$ cat src/rtl/seq_pkg.sv
// rtl/seq_pkg.sv - shared state encodings and decoder constants for the multi-cycle sequencer
package seq_pkg;

    typedef enum logic [2:0] {
        S_IDLE   = 3'd0,
        S_FETCH  = 3'd1,
        S_DECODE = 3'd2,
        S_EXEC   = 3'd3,
        S_MEM    = 3'd4,
        S_WB     = 3'd5,
        S_HALT   = 3'd6,
        S_TRAP   = 3'd7
    } seq_state_e;

    localparam logic [1:0] WB_LSU = 2'b01;

    // Branches also select the LSU path, so only loads that write rd count.
    function automatic logic is_mem_op(input logic mem_wren, input logic rd_wren,
                                       input logic [1:0] wb_sel);
        return mem_wren | ((wb_sel == WB_LSU) & rd_wren);
    endfunction

endpackage

$ cat src/rtl/seq_wdt.sv
// rtl/seq_wdt.sv - consecutive unacknowledged memory request cycle counter
module seq_wdt #(
    parameter int MEM_TIMEOUT = 16
) (
    input  logic i_clk,
    input  logic i_rst_n,
    input  logic i_clr,
    input  logic i_cnt,
    output logic o_expire
);

    localparam int W = $clog2(MEM_TIMEOUT + 1);
    localparam logic [W-1:0] LAST = W'(MEM_TIMEOUT - 1);

    logic [W-1:0] r_cnt;

    always_ff @(posedge i_clk or negedge i_rst_n) begin
        if (!i_rst_n) begin
            r_cnt <= '0;
        end else if (i_clr) begin
            r_cnt <= '0;
        end else if (i_cnt) begin
            r_cnt <= r_cnt + W'(1);
        end
    end

    assign o_expire = i_cnt && (r_cnt == LAST);

endmodule

$ cat src/rtl/multicycle_seq.sv
// rtl/multicycle_seq.sv - FETCH/DECODE/EXEC/MEM/WB sequencer sharing one memory port
module multicycle_seq
    import seq_pkg::*;
#(
    parameter int MEM_TIMEOUT = 16,
    parameter int CNT_W       = 32
) (
    input  logic             i_clk,
    input  logic             i_rst_n,
    input  logic             i_halt,
    input  logic             i_imem_ack,
    input  logic             i_dmem_ack,
    input  logic             i_insn_vld,
    input  logic             i_rd_wren,
    input  logic             i_mem_wren,
    input  logic [1:0]       i_wb_sel,
    output logic             o_imem_req,
    output logic             o_ir_en,
    output logic             o_dmem_req,
    output logic             o_dmem_we,
    output logic             o_rd_wren,
    output logic             o_pc_en,
    output logic [2:0]       o_state,
    output logic [CNT_W-1:0] o_instret,
    output logic             o_illegal,
    output logic             o_timeout
);

    seq_state_e       r_state;
    logic [CNT_W-1:0] r_instret;
    logic             r_illegal;
    logic             r_timeout;

    logic w_in_fetch;
    logic w_in_mem;
    logic w_in_wb;
    logic w_wdt_cnt;
    logic w_wdt_clr;
    logic w_expire;

    assign w_in_fetch = (r_state == S_FETCH);
    assign w_in_mem   = (r_state == S_MEM);
    assign w_in_wb    = (r_state == S_WB);

    // Counter is held clear outside the request states, so every entry starts at zero.
    assign w_wdt_clr = !(w_in_fetch || w_in_mem);
    assign w_wdt_cnt = (w_in_fetch && !i_imem_ack) || (w_in_mem && !i_dmem_ack);

    seq_wdt #(
        .MEM_TIMEOUT(MEM_TIMEOUT)
    ) u_wdt (
        .i_clk   (i_clk),
        .i_rst_n (i_rst_n),
        .i_clr   (w_wdt_clr),
        .i_cnt   (w_wdt_cnt),
        .o_expire(w_expire)
    );

    always_ff @(posedge i_clk or negedge i_rst_n) begin
        if (!i_rst_n) begin
            r_state   <= S_IDLE;
            r_instret <= '0;
            r_illegal <= 1'b0;
            r_timeout <= 1'b0;
        end else begin
            case (r_state)
                S_IDLE: begin
                    r_state <= S_FETCH;
                end
                S_FETCH: begin
                    if (i_imem_ack) begin
                        r_state <= S_DECODE;
                    end else if (w_expire) begin
                        r_state   <= S_TRAP;
                        r_timeout <= 1'b1;
                    end
                end
                S_DECODE: begin
                    if (!i_insn_vld) begin
                        r_state   <= S_TRAP;
                        r_illegal <= 1'b1;
                    end else begin
                        r_state <= S_EXEC;
                    end
                end
                S_EXEC: begin
                    r_state <= is_mem_op(i_mem_wren, i_rd_wren, i_wb_sel) ? S_MEM : S_WB;
                end
                S_MEM: begin
                    if (i_dmem_ack) begin
                        r_state <= S_WB;
                    end else if (w_expire) begin
                        r_state   <= S_TRAP;
                        r_timeout <= 1'b1;
                    end
                end
                S_WB: begin
                    r_instret <= r_instret + CNT_W'(1);
                    r_state   <= i_halt ? S_HALT : S_FETCH;
                end
                S_HALT: begin
                    if (!i_halt) begin
                        r_state <= S_FETCH;
                    end
                end
                S_TRAP: begin
                    r_state <= S_TRAP;
                end
                default: begin
                    r_state <= S_TRAP;
                end
            endcase
        end
    end

    assign o_imem_req = w_in_fetch;
    assign o_ir_en    = w_in_fetch && i_imem_ack;
    assign o_dmem_req = w_in_mem;
    assign o_dmem_we  = w_in_mem && i_mem_wren;
    assign o_rd_wren  = w_in_wb && i_rd_wren;
    assign o_pc_en    = w_in_wb;
    assign o_state    = r_state;
    assign o_instret  = r_instret;
    assign o_illegal  = r_illegal;
    assign o_timeout  = r_timeout;

endmodule

$ cat config.mk
export PLATFORM = sky130hd
export DESIGN_NAME = multicycle_seq
export DESIGN_NICKNAME = d
export VERILOG_FILES = /design/src/rtl/seq_pkg.sv /design/src/rtl/seq_wdt.sv /design/src/rtl/multicycle_seq.sv
export SDC_FILE = /design/constraint.sdc
export NUM_CORES = 1
export LEC_CHECK = 0
export ABC_AREA = 1
export ABC_CLOCK_PERIOD_IN_PS = 1650
export BUFFER_PORTS_ARGS = -buffer_cell sky130_fd_sc_hd__buf_2
export CORE_ASPECT_RATIO = 1.1
export CORE_UTILIZATION = 56
export CTS_BUF_LIST = sky130_fd_sc_hd__clkbuf_4
export DETAILED_ROUTE_END_ITERATION = 7
export PLACE_DENSITY = 0.9
export SYNTH_ARGS = -nofsm -noshare
export SYNTH_HDL_FRONTEND = slang
export SYNTH_SLANG_ARGS = --single-unit
$ cat constraint.sdc
create_clock -name i_clk -period 1.65 [get_ports i_clk]
set_input_delay 0.165 -clock i_clk [delete_from_list [all_inputs] [get_ports i_clk]]
set_output_delay 0.165 -clock i_clk [all_outputs]
set_load 0.01 [all_outputs]
==> results of run 1 <==
-- routing by layer --
metal  part of all wire (%)  vias to the layer above  track usage (%)
met3                    4.9                       26             6.85
met2                     50                       98             48.3
li1                       -                     1225                -
met4                    3.8                        0             14.3
met1                     41                     1110             31.0
met5                      0                        -                0
-- state kept, by name (all words and copies together), names as in the netlist --
name and cells:
o_instret 32, u_wdt.r_cnt 5, o_state 3, o_illegal 1
o_timeout 1
-- cells by family after synthesis --
kind of cell    Yosys count  synth area share, %
flops                    42                 42.3
compound gates           15                 3.58
fa+ha+maj                 3                 1.51
buf+inv                  48                 7.41
simple gates            224                 39.2
xor+xnor                 17                 6.00
-- worst max path at each step --
stage	slack (ns)	depth (start not counted)	endpoint	startpoint
final	0.09	4	o_ir_en	o_state[2]
after global routing	0.009	9	o_instret[31]	o_instret[15]
after CTS	0.02	5	o_rd_wren	o_state[1]
after detailed placement	0.07	8	o_instret[20]	o_instret[1]
after global placement	0.11	8	o_instret[20]	o_instret[1]
after floorplan	0.23	8	o_instret[22]	o_instret[1]
-- cells in the mapped netlist (2+ instances only) --
| cell | instances |
|---|---|
| xor2_1 | 9 |
| nand3_2 | 2 |
| a21oi_1 | 2 |
| nor2_4 | 4 |
| o21ai_0 | 8 |
| nor2_2 | 2 |
| nor3_1 | 4 |
| nand2_1 | 123 |
| xnor2_1 | 8 |
| nand4_1 | 7 |
| nand3b_1 | 3 |
| inv_1 | 44 |
| nand2_2 | 4 |
| nand3_1 | 19 |
| nor2_1 | 54 |
| ha_1 | 3 |
| dfrtp_1 | 42 |
-- layout by cell type, fill, tap and decap left out --
cell type      instances
dfrtp_1               40
inv_1                 43
a41oi_1                1
buf_4                 12
nand3_2                3
nand2_1              122
nor2_4                 4
inv_4                  1
dfrtp_2                2
o21bai_1               1
dlygate4sd3_1          1
buf_2                 52
o22ai_1                1
clkbuf_4               7
xor2_1                 9
nor3_1                 4
nand4_1                7
or2_2                  1
buf_6                  1
nor2_2                 5
clkinv_1               1
ha_1                   3
a21oi_1                2
xnor2_1                8
nand2_2                5
inv_2                  2
o21ai_2                1
o211ai_1               1
nand3_4                1
o21ai_0                8
nand3_1               18
nand3b_1               3
nor2_1                51
-- repair_timing --
| item | 4_1_cts | 5_1_grt |
|---|---|---|
| hold endpoints to repair | 42 | 0 |
| hold buffers | 1 | 0 |
| buffers inserted | 3 | 8 |
| pin swaps | 0 | 1 |
| endpoints found under the setup margin | 2 | 8 |
| resized for setup | 3 | 6 |
-- where the power goes --
part	internal (uW)	switching (uW)
Sequential	1140	156
Combinational	441	647
Clock	194	328
Total	1780	1130
-- tightest hold or removal path, cell delays in order --
cell	delay [ns]
buf_2	0.07
or2_2	0.10
nand2_1	0.04
-- final cells by class --
class,count,area [sq um],share of cell area (%)
Tap cell,54,67.6,2.26
Clock buffer,7,52.6,1.76
Multi-Input combinational cell,259,1260,42.3
Inverter,47,179,5.99
Sequential cell,42,1050,35.3
Timing Repair Buffer,66,372,12.4
-- metrics by stage --
stage	total power [uW]	worst slack [ns]	util [%]	cells	hold slack (ns)
2_1_floorplan	1860	0.229	-	349	-0.131
3_3_place_gp	2140	0.110	65.8	456	0.262
3_5_place_dp	2190	0.0697	65.8	456	0.268
4_1_cts	2780	0.0192	67.9	467	0.0379
5_1_grt	3090	0.00864	69.7	475	0.0399
6_report	2910	0.0921	69.7	475	0.0515
==> results.toml, run 1 <==
[status]
status = "finished, final reports clean"

[critical_path]
r2r_end = "o_instret[20]"
max_stage_delay_ns = 0.47
crit-reg2reg-launch = "o_instret[0]"
endpoint_kind = "primary output"
regToRegSetupSlack_ns = 0.10
crit_chain = "inv_2 > nand3_2 > nor2_2 > buf_2"
critPathBufInv = 2
worstPathMaxFanout = 6
critPathKind = "reg2out"
slowest_stage = "dfrtp_2"
worstPathRequired_ns = 1.48
rr_worst_depth = 8
cp-start-kind = "flop"
critical-path-top-delay-family = "flip-flops"
cp.arrival_ns = 1.39

[floorplan]
start_util_pct = 57.9
coreArea_sq_um = 4290
row_count = 25
die-area_sq_um = 4700
die_height_um = 71.8
pin_count = 53
die_w_um = 65.5

[final_layout]
drive_gt1_share_pct = 23.0
area_growth_pct = 20.3
fillCellCount = 355
fin_area_sq_um = 2990
n_antenna_cell = 0
final_nets = 434

[global_route]
grt_pass1_wl_mm = 9.83
antenna_found_initial = 0
grt_pass1_vias = 2230
grt_start_max_net_pins = 43
grtUsageTotal_pct = 27.7
grt.overflow.total = 0

[min_path]
hold_path_class = "in2reg"
whs_path_depth = 3
min_to = "o_illegal"
hp-start = "i_insn_vld"

[logic_synthesis]
synth.area.top_cells = "dfrtp_1, nand2_1, nor2_1, inv_1, nand3_1"
synth_top_area_cell = "dfrtp_1"
syn_inst = 349
synth_edf_count = 0
synth.avg_cell_area_sq_um = 7.11
ys_ff_latch = 42
synth_area_sq_um = 2480
ys.flop_type = "dfrtp_1"
ys_seq_area_share_pct = 42.3
async_reset_ff_share_pct = 100
synth_top_area_share_pct = 42.3
ys_warn_count = 0
syn_nets = 362
synth_cell_types = 28

[timing]
setup_viol = 0
rsz0062_at_grt = "no"
post-route-period-util_pct = 94.4
final_max_slew_viol_count = 0
max_freq_ghz = 0.642
hold_viol = 0
skew_ns = 0.0136
min_period_ns = 1.56
worst_slew_pin_slew_ns = 0.540
relSlewSlack_pct = 64.0
finalSetupTns_ns = 0

[clock_tree]
clockRootBuffer = "clkbuf_4"
clkTransAtPathRegs_ns = 0.11
clock_path_buffers = 2
cts_buffers = 5
cts.htree.levels = 2
cts_tree = "done"
clock_latency_ns = 0.37
clock_sinks = 42

[route]
firstDrtPassIters = 4
route.detailed.drc = 0
dr_total_vias = 2459
final_antenna_net_count = 0
vias_per_cell = 5.18
dr.first_iter.drc_count = 158
drt-total-wl_mm = 6.15
avgRoutedWirePerCell_um = 12.9

[job]
cap_violations = 0

[place]
dp.final_hpwl_mm = 4.59
place_area_sq_um = 2820
gp_congestion = 0.935
io_buffers = 52

[power]
power_density_nw_per_um2 = 974
ir_drop_mv = 0.731
p_leak_uw = 0.00153
No activity file was read; power rests on OpenSTA's default activity.
==> run 2, diff against run 1 <==
BUFFER_PORTS_ARGS = -buffer_cell sky130_fd_sc_hd__buf_4   (was -buffer_cell sky130_fd_sc_hd__buf_2)
REMOVE_ABC_BUFFERS = 1   (was default)
==> run 2 against run 1 <==
  * Setup slack got worse by 0.025 ns
  * Clock-buffer cell count fell by 2
  * Sequential share of layout area shrank 1.3 points
  * First-iteration DRC count rose by 7.6%
  * Utilization is 2.7 points higher
  * Highest routed layer unchanged
  * Largest power group unchanged
==> results.toml, run 2 (synthesis gave the netlist of run 1 again) <==
[floorplan]
pin_count = 53
row_count = 25
coreArea_sq_um = 4290
die-area_sq_um = 4700
die_w_um = 65.5
start_util_pct = 57.9
die_height_um = 71.8

[final_layout]
final_common_cell = "nand2_1"
largest_reg_flops = 32
mostFrequentLayoutCells = "nand2_1, buf_4, nor2_1"
n_antenna_cell = 0
finish.utilization_pct = 72.4
drive_gt1_share_pct = 22.1
area_growth_pct = 24.9
final_nets = 429
fillCellCount = 346

[timing]
rsz0062_at_grt = "yes"
finalSetupTns_ns = 0
worst_slew_pin_slew_ns = 0.530
skew_ns = 0.00705
final_max_slew_viol_count = 0
hold_viol = 0
setup_viol = 0
min_period_ns = 1.58
post-route-period-util_pct = 96.0
relSlewSlack_pct = 64.7
max_freq_ghz = 0.632

[critical_path]
critPathKind = "reg2out"
r2r_end = "o_instret[16]"
crit_end = "o_pc_en"
regToRegSetupSlack_ns = 0.07
cp-start-kind = "flop"
crit-reg2reg-launch = "o_state[1]"
rr_worst_depth = 7
endpoint_kind = "primary output"
cp.arrival_ns = 1.42
crit_start = "o_state[1]"
worstPathMaxFanout = 7
worstPathRequired_ns = 1.48

[job]
cap_violations = 0

[global_route]
grt_pass1_vias = 2182
antenna_found_initial = 0
grt_pass1_wl_mm = 9.69
grtUsageTotal_pct = 27.1
grt_start_max_net_pins = 43
grt.overflow.total = 0

[clock_tree]
clock_latency_ns = 0.35
clock_path_buffers = 2
cts_buffers = 5
cts.htree.levels = 2
clockRootBuffer = "clkbuf_4"
clkTransAtPathRegs_ns = 0.12
clock_sinks = 42
cts_tree = "done"

[min_path]
hold_path_class = "in2reg"

[status]
status = "finished, final reports clean"

[route]
vias_per_cell = 5.07
dr.first_iter.drc_count = 170
avgRoutedWirePerCell_um = 12.5
final_antenna_net_count = 0
drt-total-wl_mm = 5.89
route.detailed.drc = 0
dr_total_vias = 2383
firstDrtPassIters = 5

[power]
ir_drop_mv = 0.856
p_leak_uw = 0.00153
power_density_nw_per_um2 = 973

[place]
gp_congestion = 0.876
dp.final_hpwl_mm = 4.44
io_buffers = 52
run 2: cell count changes in the layout (fill, tap and decap cells not counted), sizes merged:
cell    before  now
clkbuf       7    5
clkinv       1    2
buf         65   60
bufinv       0    1
run 2: critical path, cell delays in order, from the launching register on:
cell and delay (ns):
dfrtp_2 0.49, inv_4 0.10, nand3_4 0.12, inv_4 0.09
buf_4 0.14, buf_4 0.13
run 2: metal layers:
metal / vias up / track usage [%] / wire [um]
li1: 1208 / - / -
met1: 1084 / 33.2 / 2460
met2: 84 / 47.0 / 3050
met3: 7 / 5.89 / 304
met4: 0 / 8.45 / 77
met5: - / 0 / 0
run 2: worst min path at each step:
| stage | startpoint | to | cells past startpoint | slack (ns) |
|---|---|---|---|---|
| after floorplan | i_rst_n | o_illegal | 0 | -0.13 |
| after global placement | i_rst_n | o_instret[6] | 1 | 0.18 |
| after detailed placement | i_rst_n | o_instret[10] | 1 | 0.18 |
| after CTS | i_insn_vld | o_illegal | 3 | 0.04 |
| after global routing | i_insn_vld | o_illegal | 3 | 0.05 |
| final | i_insn_vld | o_illegal | 3 | 0.05 |
run 2: layout make-up:
type	instances	area, sq um	area share (%)
multi-input combinational	259	1260	40.7
sequential	42	1050	34.0
timing repair buffer	61	464	15.0
inverter	47	181	5.85
tap	54	67.6	2.18
clock buffer	5	37.5	1.21
clock inverter	2	33.8	1.09
run 2: where the power goes:
group	total, uW	internal (uW)	leakage (uW)	switching [uW]
sequential	1320	1150	0.000560	177
clock	623	306	0.0000387	316
combinational	1070	468	0.000926	606
total	3020	1920	0.00153	1100
run 2: through the flow:
step                      total power, uW  worst slack [ns]  cell area, sq um  std cells  hold WS (ns)
after global routing                 3200           -0.0185              3100        470        0.0467
final                                3020            0.0668              3100        470        0.0512
after detailed placement             2260             0.121              2950        456         0.182
after floorplan                      1850             0.220              2480        348        -0.131
after global placement               2230             0.169              2950        456         0.180
after CTS                            2980            0.0299              3070        468        0.0380
run 2: timing repair:
item,CTS,global route
endpoints found under the hold margin,42,0
setup endpoints to repair,2,12
pin swaps,0,1
buffers inserted,4,2
resized for setup,2,9
hold buffers,1,0
==> run 3, diff against run 2 <==
ABC_AREA = default   (was 1)
BUFFER_PORTS_ARGS = default   (was -buffer_cell sky130_fd_sc_hd__buf_4)
CORE_UTILIZATION = 60   (was 56)
DONT_BUFFER_PORTS = 1   (was default)
GPL_TIMING_DRIVEN = 0   (was default)
PLACE_DENSITY = 0.84   (was 0.9)
==> run 3 against run 2 <==
  * Clock skew grew 0.019 ns
  * The flow now finishes with violations (negative setup slack)
  * Routed wire length down 21%
  * Maximum frequency shrank 7.4%
  * Setup slack lost 0.13 ns
  * Synthesized cell count shrank 44%
  * Clock-buffer cell count is the same
  * Sequential cell count is the same
  * Final cell count fell by 43%
  * Combinational power down 13%
  * Worst hold slack lost 0.032 ns
  * Via count shrank 32%
  * Sequential share of layout area rose by 8.9 points
  * Largest cell class unchanged
==> results.toml, run 3 <==
[status]
status = "complete, but fails checks"
violations = "negative setup slack"

[timing]
skew_ns = 0.0261
worst_slew_pin_slew_ns = 0.346
post-route-period-util_pct = 104
rsz0062_at_grt = "yes"
min_period_ns = 1.71
finalSetupTns_ns = -0.229
hold_viol = 0
layout_setup_ws_ns = -0.0592
final_max_slew_viol_count = 0
max_freq_ghz = 0.585
relSlewSlack_pct = 76.9
setup_viol = 6

[route]
dr.first_iter.drc_count = 82
dr_total_vias = 1624
route.detailed.drc = 0
final_antenna_net_count = 0
drt-total-wl_mm = 4.64
avgRoutedWirePerCell_um = 17.4
firstDrtPassIters = 4
vias_per_cell = 6.11

[final_layout]
finish.utilization_pct = 73.4
mostFrequentLayoutCells = "dfrtp_1, xnor2_1, nor2_1"
fillCellCount = 235
largest_reg_flops = 32
final_cell_count_no_fill = 266
n_antenna_cell = 0
area_growth_pct = 14.5
drive_gt1_share_pct = 25.2
fin_area_sq_um = 2480
final_common_cell = "dfrtp_1"
final_nets = 231

[place]
dp.final_hpwl_mm = 2.99
gp_congestion = 0.755
dp_cells = 240
io_buffers = 0
place_area_sq_um = 2200

[min_path]
hold_path_class = "in2reg"
min_to = "o_state[0]"
whs_path_depth = 3
hp-start = "i_halt"

[power]
power_frac_seq_pct = 51.4
pwr-share-comb_pct = 32.2
p_leak_uw = 0.00110
switching_share_pct = 40.2
clkPwrFrac_pct = 16.4
ir_drop_mv = 1.21
power_density_nw_per_um2 = 1160
power.switching_uw = 1160
intPower_uw = 1730

[global_route]
grt_start_max_net_pins = 43
antenna_found_initial = 0
met1_usage_pct = 30.6
grt.overflow.total = 0
grt_pass1_wl_mm = 7.50
grtUsageTotal_pct = 26.1
grt_use_met3_pct = 7.58
grt_pass1_vias = 1702
grt.busiest_layer = "met2"
use_met2_pct = 43.4

[floorplan]
coreArea_sq_um = 3390
start_util_pct = 64.1
die-area_sq_um = 3860
die_height_um = 65.1
pin_count = 53
die_w_um = 59.3
row_count = 22

[critical_path]
slowest_stage = "dfrtp_2"
r2r_end = "u_wdt.r_cnt[4]"
regToRegSetupSlack_ns = -0.06
critical-path-top-delay-family = "flip-flops"
rr_worst_depth = 6
crit_chain = "buf_6 > or3b_4 > a21oi_4 > buf_4 > nor2_1 > a211oi_1"
cp.arrival_ns = 1.97
critPathKind = "reg2reg"
crit-reg2reg-launch = "o_state[2]"
cp-start-kind = "flop"
max_stage_delay_ns = 0.51
critPathBufInv = 2
worstPathMaxFanout = 7
worstPathRequired_ns = 1.91
endpoint_kind = "flop"

[logic_synthesis]
synth_common_cells = "dfrtp_1, xnor2_1, nor2_1"
ys_ff_latch = 42
synth_top_area_cell = "dfrtp_1"
synth_top_area_share_pct = 48.4
synth_edf_count = 0
ys_seq_area_share_pct = 48.4
async_reset_ff_share_pct = 100
synth_cell_types = 40
ys_warn_count = 0
synth.avg_cell_area_sq_um = 11.0
synth.area.top_cells = "dfrtp_1, xnor2_1, nand4_1, nor2_1, nor4_4"
syn_inst = 197
synth_most_common_cell = "dfrtp_1"
ys.flop_type = "dfrtp_1"
synth_area_sq_um = 2170

[clock_tree]
cts_tree = "done"
clock_sinks = 42
cts_buffers = 5
clockRootBuffer = "clkbuf_4"
clock_latency_ns = 0.35
clkTransAtPathRegs_ns = 0.11
cts.htree.levels = 2
clock_path_buffers = 2

[job]
cap_violations = 0
==> run 3: cell count changes after synthesis, moves of 8 or more <==
cell / previous run / this run
nor2_1: 54 / 19
nand2_1: 123 / 11
inv_1: 44 / 8
nand3_1: 19 / 8
nand4_1: 7 / 15
xnor2_1: 8 / 29
==> run 3: worst max-delay path by stage <==
stage	startpoint	to	slack, ns	cells after the start
after global placement	o_state[1]	o_instret[14]	-0.27	4
final	o_state[2]	u_wdt.r_cnt[4]	-0.06	6
after floorplan	o_state[1]	o_instret[14]	-0.07	4
after detailed placement	o_state[1]	o_instret[14]	-0.30	4
after global routing	o_state[2]	u_wdt.r_cnt[4]	-0.10	6
after CTS	o_state[1]	o_instret[14]	0.003	5
==> run 3: final cells by class <==
| class | count | area (sq um) | share of cell area [%] |
|---|---|---|---|
| Clock buffer | 5 | 37.5 | 1.51 |
| Tap cell | 48 | 60.1 | 2.42 |
| Multi-Input combinational cell | 142 | 1100 | 44.4 |
| Sequential cell | 42 | 1070 | 42.9 |
| Inverter | 8 | 30.0 | 1.21 |
| Clock inverter | 2 | 10.0 | 0.403 |
| Timing Repair Buffer | 19 | 178 | 7.15 |
==> run 3: cells by family after synthesis <==
| family | Yosys count | share of synthesized area (%) |
|---|---|---|
| fa+ha+maj | 3 | 1.73 |
| simple gates | 84 | 25.5 |
| mux | 2 | 0.980 |
| flops | 42 | 48.4 |
| buf+inv | 13 | 2.77 |
| xor+xnor | 34 | 13.7 |
| compound gates | 19 | 6.81 |
==> run 3: timing repair <==
action / CTS / global route
hold endpoints to repair: 44 / 0
buffers inserted: 9 / 6
endpoints found under the setup margin: 39 / 30
gates resized for setup: 10 / 17
gates cloned: 0 / 0
hold buffers: 4 / 0
pin swaps: 4 / 6
==> run 3: stage by stage <==
step | hold slack [ns] | setup WS (ns) | power [uW]
after detailed placement | -0.130 | -0.297 | 2150
after CTS | 0.00543 | 0.00304 | 2750
after floorplan | -0.131 | -0.0693 | 1980
after global routing | 0.00596 | -0.100 | 3060
after global placement | -0.130 | -0.273 | 2100
final | 0.0187 | -0.0592 | 2890
==> run 3: power groups by stage <==
stage | Clock (uW) | Combinational (uW) | Sequential, uW
2_1_floorplan | 0 | 513 | 1460
3_3_place_gp | 0 | 578 | 1520
3_5_place_dp | 0 | 606 | 1540
4_1_cts | 482 | 754 | 1520
5_1_grt | 529 | 1010 | 1510
6_report | 474 | 932 | 1490
==> run 3: worst reg2reg max path, delay by kind of cell, from the launching register on <==
kind / cells / cell delay, ns
AO/OA/AOI/OAI: 2 / 0.37
buffers and inverters: 2 / 0.31
flip-flops: 1 / 0.51
AND/OR/NAND/NOR: 2 / 0.43
==> run 3: routing by layer <==
metal  part of all wire (%)  vias up
met5                      0        -
met4                    2.0        0
met3                    8.0       15
met2                     51       79
met1                     39      791
li1                       -      739
